==> src/rtl/divider_pkg.sv <==
// Shared types and sizing helpers for the sequential restoring divider.
package divider_pkg;

    typedef enum logic [1:0] {
        IDLE = 2'd0,
        RUN  = 2'd1,
        DONE = 2'd2
    } state_t;

    localparam int unsigned DEF_WIDTH = 8;
    localparam int unsigned DEF_CNT_W = $clog2(DEF_WIDTH);

    // Step-counter width for a given operand width; must hold WIDTH-1.
    function automatic int unsigned cnt_width(input int unsigned w);
        return (w < 2) ? 1 : $clog2(w);
    endfunction

endpackage

==> src/rtl/div_step.sv <==
// One restoring shift-subtract step: shift in the next dividend bit, trial-subtract D.
module div_step #(
    parameter int unsigned WIDTH = 8
) (
    input  logic [WIDTH-1:0] r_i,
    input  logic             q_msb_i,
    input  logic [WIDTH-1:0] d_i,
    output logic [WIDTH-1:0] r_o,
    output logic             q_bit_o
);

    logic [WIDTH:0] shifted;
    logic [WIDTH:0] sub;
    logic [WIDTH:0] diff;
    logic [WIDTH:0] borrow;

    assign shifted   = {r_i, q_msb_i};
    assign sub       = {1'b0, d_i};
    assign borrow[0] = 1'b0;

    // Ripple of full-subtractor cells across the WIDTH+1-bit datapath.
    for (genvar i = 0; i <= WIDTH; i++) begin : g_diff
        assign diff[i] = shifted[i] ^ sub[i] ^ borrow[i];
    end
    for (genvar i = 0; i < WIDTH; i++) begin : g_borrow
        assign borrow[i+1] = (~shifted[i] & sub[i]) | (~(shifted[i] ^ sub[i]) & borrow[i]);
    end

    assign q_bit_o = ~diff[WIDTH];
    assign r_o     = q_bit_o ? diff[WIDTH-1:0] : shifted[WIDTH-1:0];

endmodule

==> src/rtl/seq_divider.sv <==
// Iterative radix-2 restoring unsigned divider, one quotient bit per clock.
module seq_divider
    import divider_pkg::*;
#(
    parameter int unsigned WIDTH = 8
) (
    input  logic             clk,
    input  logic             rst_n,
    input  logic             start,
    input  logic [WIDTH-1:0] dividend,
    input  logic [WIDTH-1:0] divisor,
    output logic             busy,
    output logic             done,
    output logic [WIDTH-1:0] quotient,
    output logic [WIDTH-1:0] remainder,
    output logic             div_by_zero
);

    localparam int unsigned CNT_W = cnt_width(WIDTH);

    state_t           state_q;
    logic [CNT_W-1:0] count_q;
    // Partial remainder stays below D, so its WIDTH+1-th bit is always zero and not stored.
    logic [WIDTH-1:0] r_q;
    logic [WIDTH-1:0] q_q;
    logic [WIDTH-1:0] d_q;
    logic             busy_q;
    logic             done_q;
    logic [WIDTH-1:0] quotient_q;
    logic [WIDTH-1:0] remainder_q;
    logic             dbz_q;

    logic [WIDTH-1:0] r_d;
    logic             q_bit_d;

    div_step #(.WIDTH(WIDTH)) u_step (
        .r_i     (r_q),
        .q_msb_i (q_q[WIDTH-1]),
        .d_i     (d_q),
        .r_o     (r_d),
        .q_bit_o (q_bit_d)
    );

    // Control FSM and datapath registers; results load only on entry to DONE.
    always_ff @(posedge clk) begin
        if (!rst_n) begin
            state_q     <= IDLE;
            count_q     <= '0;
            r_q         <= '0;
            q_q         <= '0;
            d_q         <= '0;
            busy_q      <= 1'b0;
            done_q      <= 1'b0;
            quotient_q  <= '0;
            remainder_q <= '0;
            dbz_q       <= 1'b0;
        end else begin
            done_q <= 1'b0;
            unique case (state_q)
                IDLE: begin
                    if (start) begin
                        r_q     <= '0;
                        q_q     <= dividend;
                        d_q     <= divisor;
                        count_q <= '0;
                        busy_q  <= 1'b1;
                        if (divisor != '0) begin
                            state_q <= RUN;
                        end else begin
                            state_q     <= DONE;
                            done_q      <= 1'b1;
                            quotient_q  <= '1;
                            remainder_q <= dividend;
                            dbz_q       <= 1'b1;
                        end
                    end
                end
                RUN: begin
                    r_q     <= r_d;
                    q_q     <= {q_q[WIDTH-2:0], q_bit_d};
                    count_q <= count_q + CNT_W'(1);
                    if (count_q == CNT_W'(WIDTH - 1)) begin
                        state_q     <= DONE;
                        done_q      <= 1'b1;
                        quotient_q  <= {q_q[WIDTH-2:0], q_bit_d};
                        remainder_q <= r_d;
                        dbz_q       <= 1'b0;
                    end
                end
                DONE: begin
                    state_q <= IDLE;
                    busy_q  <= 1'b0;
                end
                default: begin
                    state_q <= IDLE;
                    busy_q  <= 1'b0;
                end
            endcase
        end
    end

    assign busy        = busy_q;
    assign done        = done_q;
    assign quotient    = quotient_q;
    assign remainder   = remainder_q;
    assign div_by_zero = dbz_q;

endmodule

==> config.mk <==
export PLATFORM = sky130hd
export DESIGN_NAME = seq_divider
export DESIGN_NICKNAME = d
export VERILOG_FILES = /design/src/rtl/divider_pkg.sv /design/src/rtl/div_step.sv /design/src/rtl/seq_divider.sv
export SDC_FILE = /design/constraint.sdc
export NUM_CORES = 1
export LEC_CHECK = 0
export CELL_PAD_IN_SITES_DETAIL_PLACEMENT = 0
export CELL_PAD_IN_SITES_GLOBAL_PLACEMENT = 1
export CORE_MARGIN = 2
export CORE_UTILIZATION = 35
export DETAILED_ROUTE_END_ITERATION = 10
export PLACE_DENSITY = 0.71
export SETUP_SLACK_MARGIN = 0.02
export SLEW_MARGIN = 20
export SYNTH_ARGS = -nofsm -noshare
export SYNTH_HDL_FRONTEND = slang
export SYNTH_SLANG_ARGS = --single-unit
==> constraint.sdc <==
create_clock -name clk -period 6.3 [get_ports clk]
set_input_delay 1.26 -clock clk [delete_from_list [all_inputs] [get_ports clk]]
set_output_delay 1.26 -clock clk [all_outputs]
set_load 0.05 [all_outputs]
# Yosys cells after proc, flatten, opt, wreduce, memory -nomap -nowiden
# Cells that the tools add are included.
# Widths: inputs -> output; s select.
dict set report word_totals {
  ff_bits 48
  inputBits 19
  output_inout_bits 19
}
dict set report op_classes {
  n_addsub 1
  n_eq_ne 5
  mux 29
  n_bitwise 55
  n_reduce_logical 8
}
# op count
set ops {}
lappend ops {{$mux 8} 9}
lappend ops {{$pmux 8 s2} 4}
lappend ops {{$not 1->1} 17}
lappend ops {{$xor 1x1->1} 16}
lappend ops {{$and 1x1->1} 15}
lappend ops {{$reduce_and 2->1} 4}
lappend ops {{$reduce_bool 8->1} 1}
lappend ops {{$mux 1} 7}
lappend ops {{$or 1x1->1} 7}
lappend ops {{$mux 2} 3}
lappend ops {{$ne 2x2->1 const B} 3}
lappend ops {{$pmux 1 s2} 3}
lappend ops {{$pmux 3 s2} 1}
lappend ops {{$pmux 2 s2} 1}
lappend ops {{$reduce_and 4->1} 1}
lappend ops {{$add 3x1->3 const B} 1}
lappend ops {{$eq 3x3->1 const B} 1}
lappend ops {{$mux 3} 1}
lappend ops {{$eq 2x1->1 const B} 1}
lappend ops {{$logic_not 2->1} 1}
lappend ops {{$reduce_bool 2->1} 1}

# Depth between registers and ports, before layout
dict set report depth {
  word_depth 20
  mapped_depth 16
  depth_no_buf 15
}

# Modules after synthesis
# A second synthesis with hierarchy kept.
dict set report unflattened {
  cells_unflattened 237
  area_unflattened_um2 2273.4
}
# mod instances cells_per_inst area_per_inst_um2 seq_area_each_um2
set by_module_without_submodules {}
lappend by_module_without_submodules {seq_divider 1 212 1983.2 960.9}
lappend by_module_without_submodules {div_step 1 25 290.3 0.0}

# Worst setup path before layout
# No wires, ideal clock.
dict set report synth_timing {
  path_kind {reg2reg}
  from {reg q_q[7]}
  to {reg r_q[6]}
  setup_ps 131
  arrival_time_ps 3828
  required_ps 6169
  path_slack_ps 2341
  stages_incl_launch_ff 17
  n_path_buf 1
  period_less_slack_ps 3959
  path_cell_list {dfxtp_1 -> inv_1 -> ha_1 -> inv_1 -> fa_1 -> inv_1 -> fa_1 -> fa_1 -> fa_1 -> fa_1 -> fa_1 -> fa_1 -> xnor2_2 -> buf_2 -> nand2_1 -> o211ai_1 -> a21boi_0}
}
dict set report synth_via {
  elab_chain_len 19
  word_cells_on_any_way 20
}
# element line
set synth_lines {}
lappend synth_lines {{start: declaration} seq_divider.sv:25} ;# logic [WIDTH-1:0] q_q;
lappend synth_lines {{start signal: assignment} seq_divider.sv:63} ;# q_q <= dividend;
lappend synth_lines {{start signal: assignment} seq_divider.sv:80} ;# q_q <= {q_q[WIDTH-2:0], q_bit_d};
lappend synth_lines {{$not 1->1 *} div_step.sv:26} ;# assign borrow[i+1] = (~shifted[i] & sub[i]) | (~(shifted[i] ^ sub[i]) & borrow[i]);
lappend synth_lines {{$and 1x1->1 * (2 in series)} div_step.sv:26}
lappend synth_lines {{$or 1x1->1 *} div_step.sv:26}
lappend synth_lines {{$and 1x1->1 *} div_step.sv:26}
lappend synth_lines {{$or 1x1->1 *} div_step.sv:26}
lappend synth_lines {{$and 1x1->1 *} div_step.sv:26}
lappend synth_lines {{$or 1x1->1 *} div_step.sv:26}
lappend synth_lines {{$and 1x1->1 *} div_step.sv:26}
lappend synth_lines {{[... 2 more ...]} n/a}
lappend synth_lines {{$or 1x1->1 *} div_step.sv:26}
lappend synth_lines {{$and 1x1->1} div_step.sv:26}
lappend synth_lines {{$or 1x1->1} div_step.sv:26}
lappend synth_lines {{$and 1x1->1} div_step.sv:26}
lappend synth_lines {{$or 1x1->1} div_step.sv:26}
lappend synth_lines {{$xor 1x1->1} div_step.sv:23} ;# assign diff[i] = shifted[i] ^ sub[i] ^ borrow[i];
lappend synth_lines {{$mux 8 *} div_step.sv:30} ;# assign r_o = q_bit_o ? diff[WIDTH-1:0] : shifted[WIDTH-1:0];
lappend synth_lines {{$pmux 8 s2 *} seq_divider.sv:59} ;# unique case (state_q)
lappend synth_lines {{end signal: assignment} seq_divider.sv:79} ;# r_q <= r_d;
lappend synth_lines {{end: declaration} seq_divider.sv:24} ;# logic [WIDTH-1:0] r_q;
# Mark *: on every way between the ends. The rest lies on a longest branch, timed or not.
# A chain may end at the register's enable or synchronous reset.

# Final worst setup path
dict set report layout_timing {
  from {reg q_q[7]}
  to {reg remainder_q[1] (netlist: remainder[1])}
}
dict set report layout_via {
  elab_chain_len 20
  word_cells_on_any_way 21
}
# element line
set layout_lines {}
lappend layout_lines {{$not 1->1 *} div_step.sv:26}
lappend layout_lines {{$and 1x1->1 *} div_step.sv:26}
lappend layout_lines {{$and 1x1->1} div_step.sv:26}
lappend layout_lines {{$or 1x1->1} div_step.sv:26}
lappend layout_lines {{$and 1x1->1} div_step.sv:26}
lappend layout_lines {{$or 1x1->1} div_step.sv:26}
lappend layout_lines {{$and 1x1->1} div_step.sv:26}
lappend layout_lines {{$or 1x1->1} div_step.sv:26}
lappend layout_lines {{[... 4 more ...]} n/a}
lappend layout_lines {{$and 1x1->1} div_step.sv:26}
lappend layout_lines {{$or 1x1->1} div_step.sv:26}
lappend layout_lines {{$and 1x1->1} div_step.sv:26}
lappend layout_lines {{$or 1x1->1} div_step.sv:26}
lappend layout_lines {{$xor 1x1->1} div_step.sv:23}
lappend layout_lines {{$mux 8 *} div_step.sv:30}
lappend layout_lines {{$mux 8 *} seq_divider.sv:82} ;# if (count_q == CNT_W'(WIDTH - 1)) begin
lappend layout_lines {{$pmux 8 s2 *} seq_divider.sv:59}
lappend layout_lines {{end signal: assignment} seq_divider.sv:73} ;# remainder_q <= dividend;
lappend layout_lines {{end signal: assignment} seq_divider.sv:86} ;# remainder_q <= r_d;
lappend layout_lines {{end: declaration} seq_divider.sv:30} ;# logic [WIDTH-1:0] remainder_q;
# Mark *: on every way between the ends. The rest lies on a longest branch, timed or not. The select of a mux whose other input is x is not followed.

==> metrics.yaml <==
status:
  status: "complete, no violations"
worst_setup_path:
  critical-path-slowest-cell: "xnor2_2"
  critPathKind: "flop to flop"
  cp_max_fo: 17
  r2r_end: "remainder[1]$_SDFFE_PN0P_"
  crit_required_ns: 6.50
  path_common_cell: "fa_1"
  path_cells: "inv_1 > ha_1 > inv_1 > fa_1 > inv_1 > fa_1 > fa_1 > fa_1 > fa_1 > fa_1 > fa_1 > xnor2_2 > mux2i_1 > a21oi_1 > a21o_1"
  worst_r2r_path_depth: 15
  ff2ff_setup_slack_ns: 1.82
  worstReg2RegStart: "q_q[7]$_SDFFE_PN0P_"
  crit_path_end_kind: "flop"
  cp.arrival_ns: 4.68
  slowest_delay_ns: 0.62
  critPathLaunchType: "flop"
sta:
  hold_viol: 0
  fin_setup_tns_ns: 0
  fin_crit_sh: 0.712
  rsz0062_at_grt: "no"
  skew_ns: 0.00855
  period_needed_ns: 4.48
  worst_pin_slew_ns: 0.978
  slew_headroom: 0.348
  slew_violations: 0
  setup_violations: 0
  max_freq_mhz: 223
detailed_routing:
  vias: 1722
  wl_per_cell_um: 14.4
  post-route-drc-count: 0
  vias_per_cell: 5.11
  wirelength_um: 4850
  drtIter0Drc: 78
  drt-pass1-iter-count: 4
  antenna_left: 0
placement:
  place.gp.congestion: 0.765
  place_hpwl_um: 3460
  placement.io_buffers: 37
pwr:
  p_seq_frac: 0.518
  switching_share: 0.298
  power_density_nw_per_um2: 243
  p_leak_nw: 1.04
  combPwrFrac: 0.215
  p_int_w: 0.000454
  vdd_ir_drop_max_uv: 95.9
  switchingPower_w: 0.000192
  p_clk_frac: 0.267
worst_hold_path:
  min_path_type: "flop to flop"
  holdCritStartpoint: "d_q[1]$_SDFFE_PN0P_"
  min_to: "d_q[1]$_SDFFE_PN0P_"
  min_path_cells: 2
die:
  io_pins: 38
  fp.dieH_um: 83.3
  dieArea_um2: 6940
  num_rows: 28
  core_um2: 5990
  fp.dieW_um: 83.3
  start_util: 0.367
synth:
  synthArstFlopShare: 0
  avgSynthCellArea_um2: 9.41
  ys_ff_latch: 48
  syn_area_um2: 2200
  ys_top_cells_by_count: "nand2_1, dfxtp_1, a21boi_0"
  synth_top_area_share: 0.437
  synth_flop_cell: "dfxtp_1"
  synth.distinct_cells: 34
  synth-edff-count: 0
  yosysTopAreaCell: "dfxtp_1"
  seq_area_frac_synth: 0.437
  synthTopCellsByArea: "dfxtp_1, nand2_1, a21boi_0"
  yosys_warnings: 0
  synthesis.nets: 263
  synth.most_common_cell: "nand2_1"
  synth_cells: 234
cts:
  cts_htree_levels: 2
  clock_latency_ns: 0.29
  cts.path.max_buffers: 2
  cts.clk_slew.worst_paths_ns: 0.09
  cts_buffers: 5
  cts.repair.resized: 0
  post_cts_buffers: 0
  root_buffer: "clkbuf_8"
  cts_tree: "yes"
  clock_sinks: 48
  ctsHoldBuffers: 0
layout:
  seqCellArea_um2: 961
  fill_cells: 599
  multi_input_area_um2: 1100
  postLayoutCoreUtil: 0.444
  drive_gt1_frac: 0.0840
  diodes: 0
  area_growth_pct: 20.8
  nNetsFinal: 291
grt:
  grt_pass1_wl_um: 8370
  track_usage: 0.149
  grt_antenna_before_repair: 0
  grt_max_degree: 28
  grt_overflow: 0
  grt_pass1_vias: 1678
flow_run:
  cap_violations: 0
-- power by group through the flow --
stage	Combinational, W	Sequential, W	Clock [W]
2_1_floorplan	0.000103	0.000341	0
3_3_place_gp	0.000138	0.000342	0
3_5_place_dp	0.000139	0.000342	0
4_1_cts	0.000140	0.000335	0.000180
5_1_grt	0.000159	0.000338	0.000191
6_report	0.000139	0.000335	0.000172
-- state kept, by name, indices dropped and copies added, names as in the netlist --
register     count
done             1
busy             1
quotient         8
d_q              8
remainder        8
q_q              8
state_q          2
r_q              8
div_by_zero      1
count_q          3
-- worst max-delay path: cells and delay by family, from the launching register on --
family	cells	cell delay [ns]
adders and majority gates	8	2.66
xor gates and xnor gates	1	0.62
DFF	1	0.34
muxes	1	0.31
AOI/OAI and AO/OA	2	0.29
buffers and inverters	3	0.17
-- logic make-up after synthesis --
kind of cell / share of synthesized area
flip-flops: 0.437
AO/OA/AOI/OAI: 0.232
multiplexers: 0.00455
XOR/XNOR: 0.00739
adder cells (fa/ha/maj): 0.0807
buffers and inverters: 0.0637
AND/OR/NAND/NOR: 0.175
-- through the flow --
step	hold slack (ns)	cell area (um2)	std cells	total power (W)	worst slack, ns
after floorplan	0.443	2200	234	0.000443	2.34
after global placement	0.459	2580	330	0.000480	1.87
after detailed placement	0.464	2580	330	0.000482	1.80
after CTS	0.475	2660	337	0.000655	1.80
after global routing	0.507	2660	337	0.000688	1.59
final	0.469	2660	337	0.000646	1.82
-- worst max path at each step --
| stage | startpoint | endpoint | slack [ns] | depth (start not counted) |
|---|---|---|---|---|
| 2_1_floorplan | q_q[7]$_SDFFE_PN0P_ | r_q[6]$_SDFFE_PN0P_ | 2.34 | 16 |
| 3_3_place_gp | q_q[7]$_SDFFE_PN0P_ | remainder[1]$_SDFFE_PN0P_ | 1.87 | 15 |
| 3_5_place_dp | q_q[7]$_SDFFE_PN0P_ | remainder[1]$_SDFFE_PN0P_ | 1.80 | 15 |
| 4_1_cts | q_q[7]$_SDFFE_PN0P_ | remainder[1]$_SDFFE_PN0P_ | 1.80 | 15 |
| 5_1_grt | q_q[7]$_SDFFE_PN0P_ | remainder[1]$_SDFFE_PN0P_ | 1.59 | 15 |
| 6_report | q_q[7]$_SDFFE_PN0P_ | remainder[1]$_SDFFE_PN0P_ | 1.82 | 15 |
-- layout by cell type, fill, tap and decap left out, drive strengths merged, types with 8 or more instances in the layout --
master,netlist,routed
a21boi,19,19
clkdlybuf4s50,0,37
dfxtp,48,48
inv,10,10
nand2,55,55
nand3,8,8
o211ai,8,8
o21ai,8,8
o221a,8,8
-- area by class of cell --
cell class	count	area share
Multi-Input combinational cell	158	0.415
Sequential cell	48	0.362
Timing Repair Buffer	39	0.145
Tap cell	75	0.0353
Clock buffer	6	0.0273
Inverter	10	0.0141
Clock inverter	1	0.00188
-- per-layer routing --
| metal | part of all wire | global-route usage | vias to the layer above |
|---|---|---|---|
| met5 | 0 | 0 | - |
| li1 | - | - | 871 |
| met3 | 0.047 | 0.0298 | 10 |
| met2 | 0.43 | 0.224 | 43 |
| met4 | 0.018 | 0.0507 | 0 |
| met1 | 0.50 | 0.213 | 798 |
No activity file was read; power rests on OpenSTA's default activity.
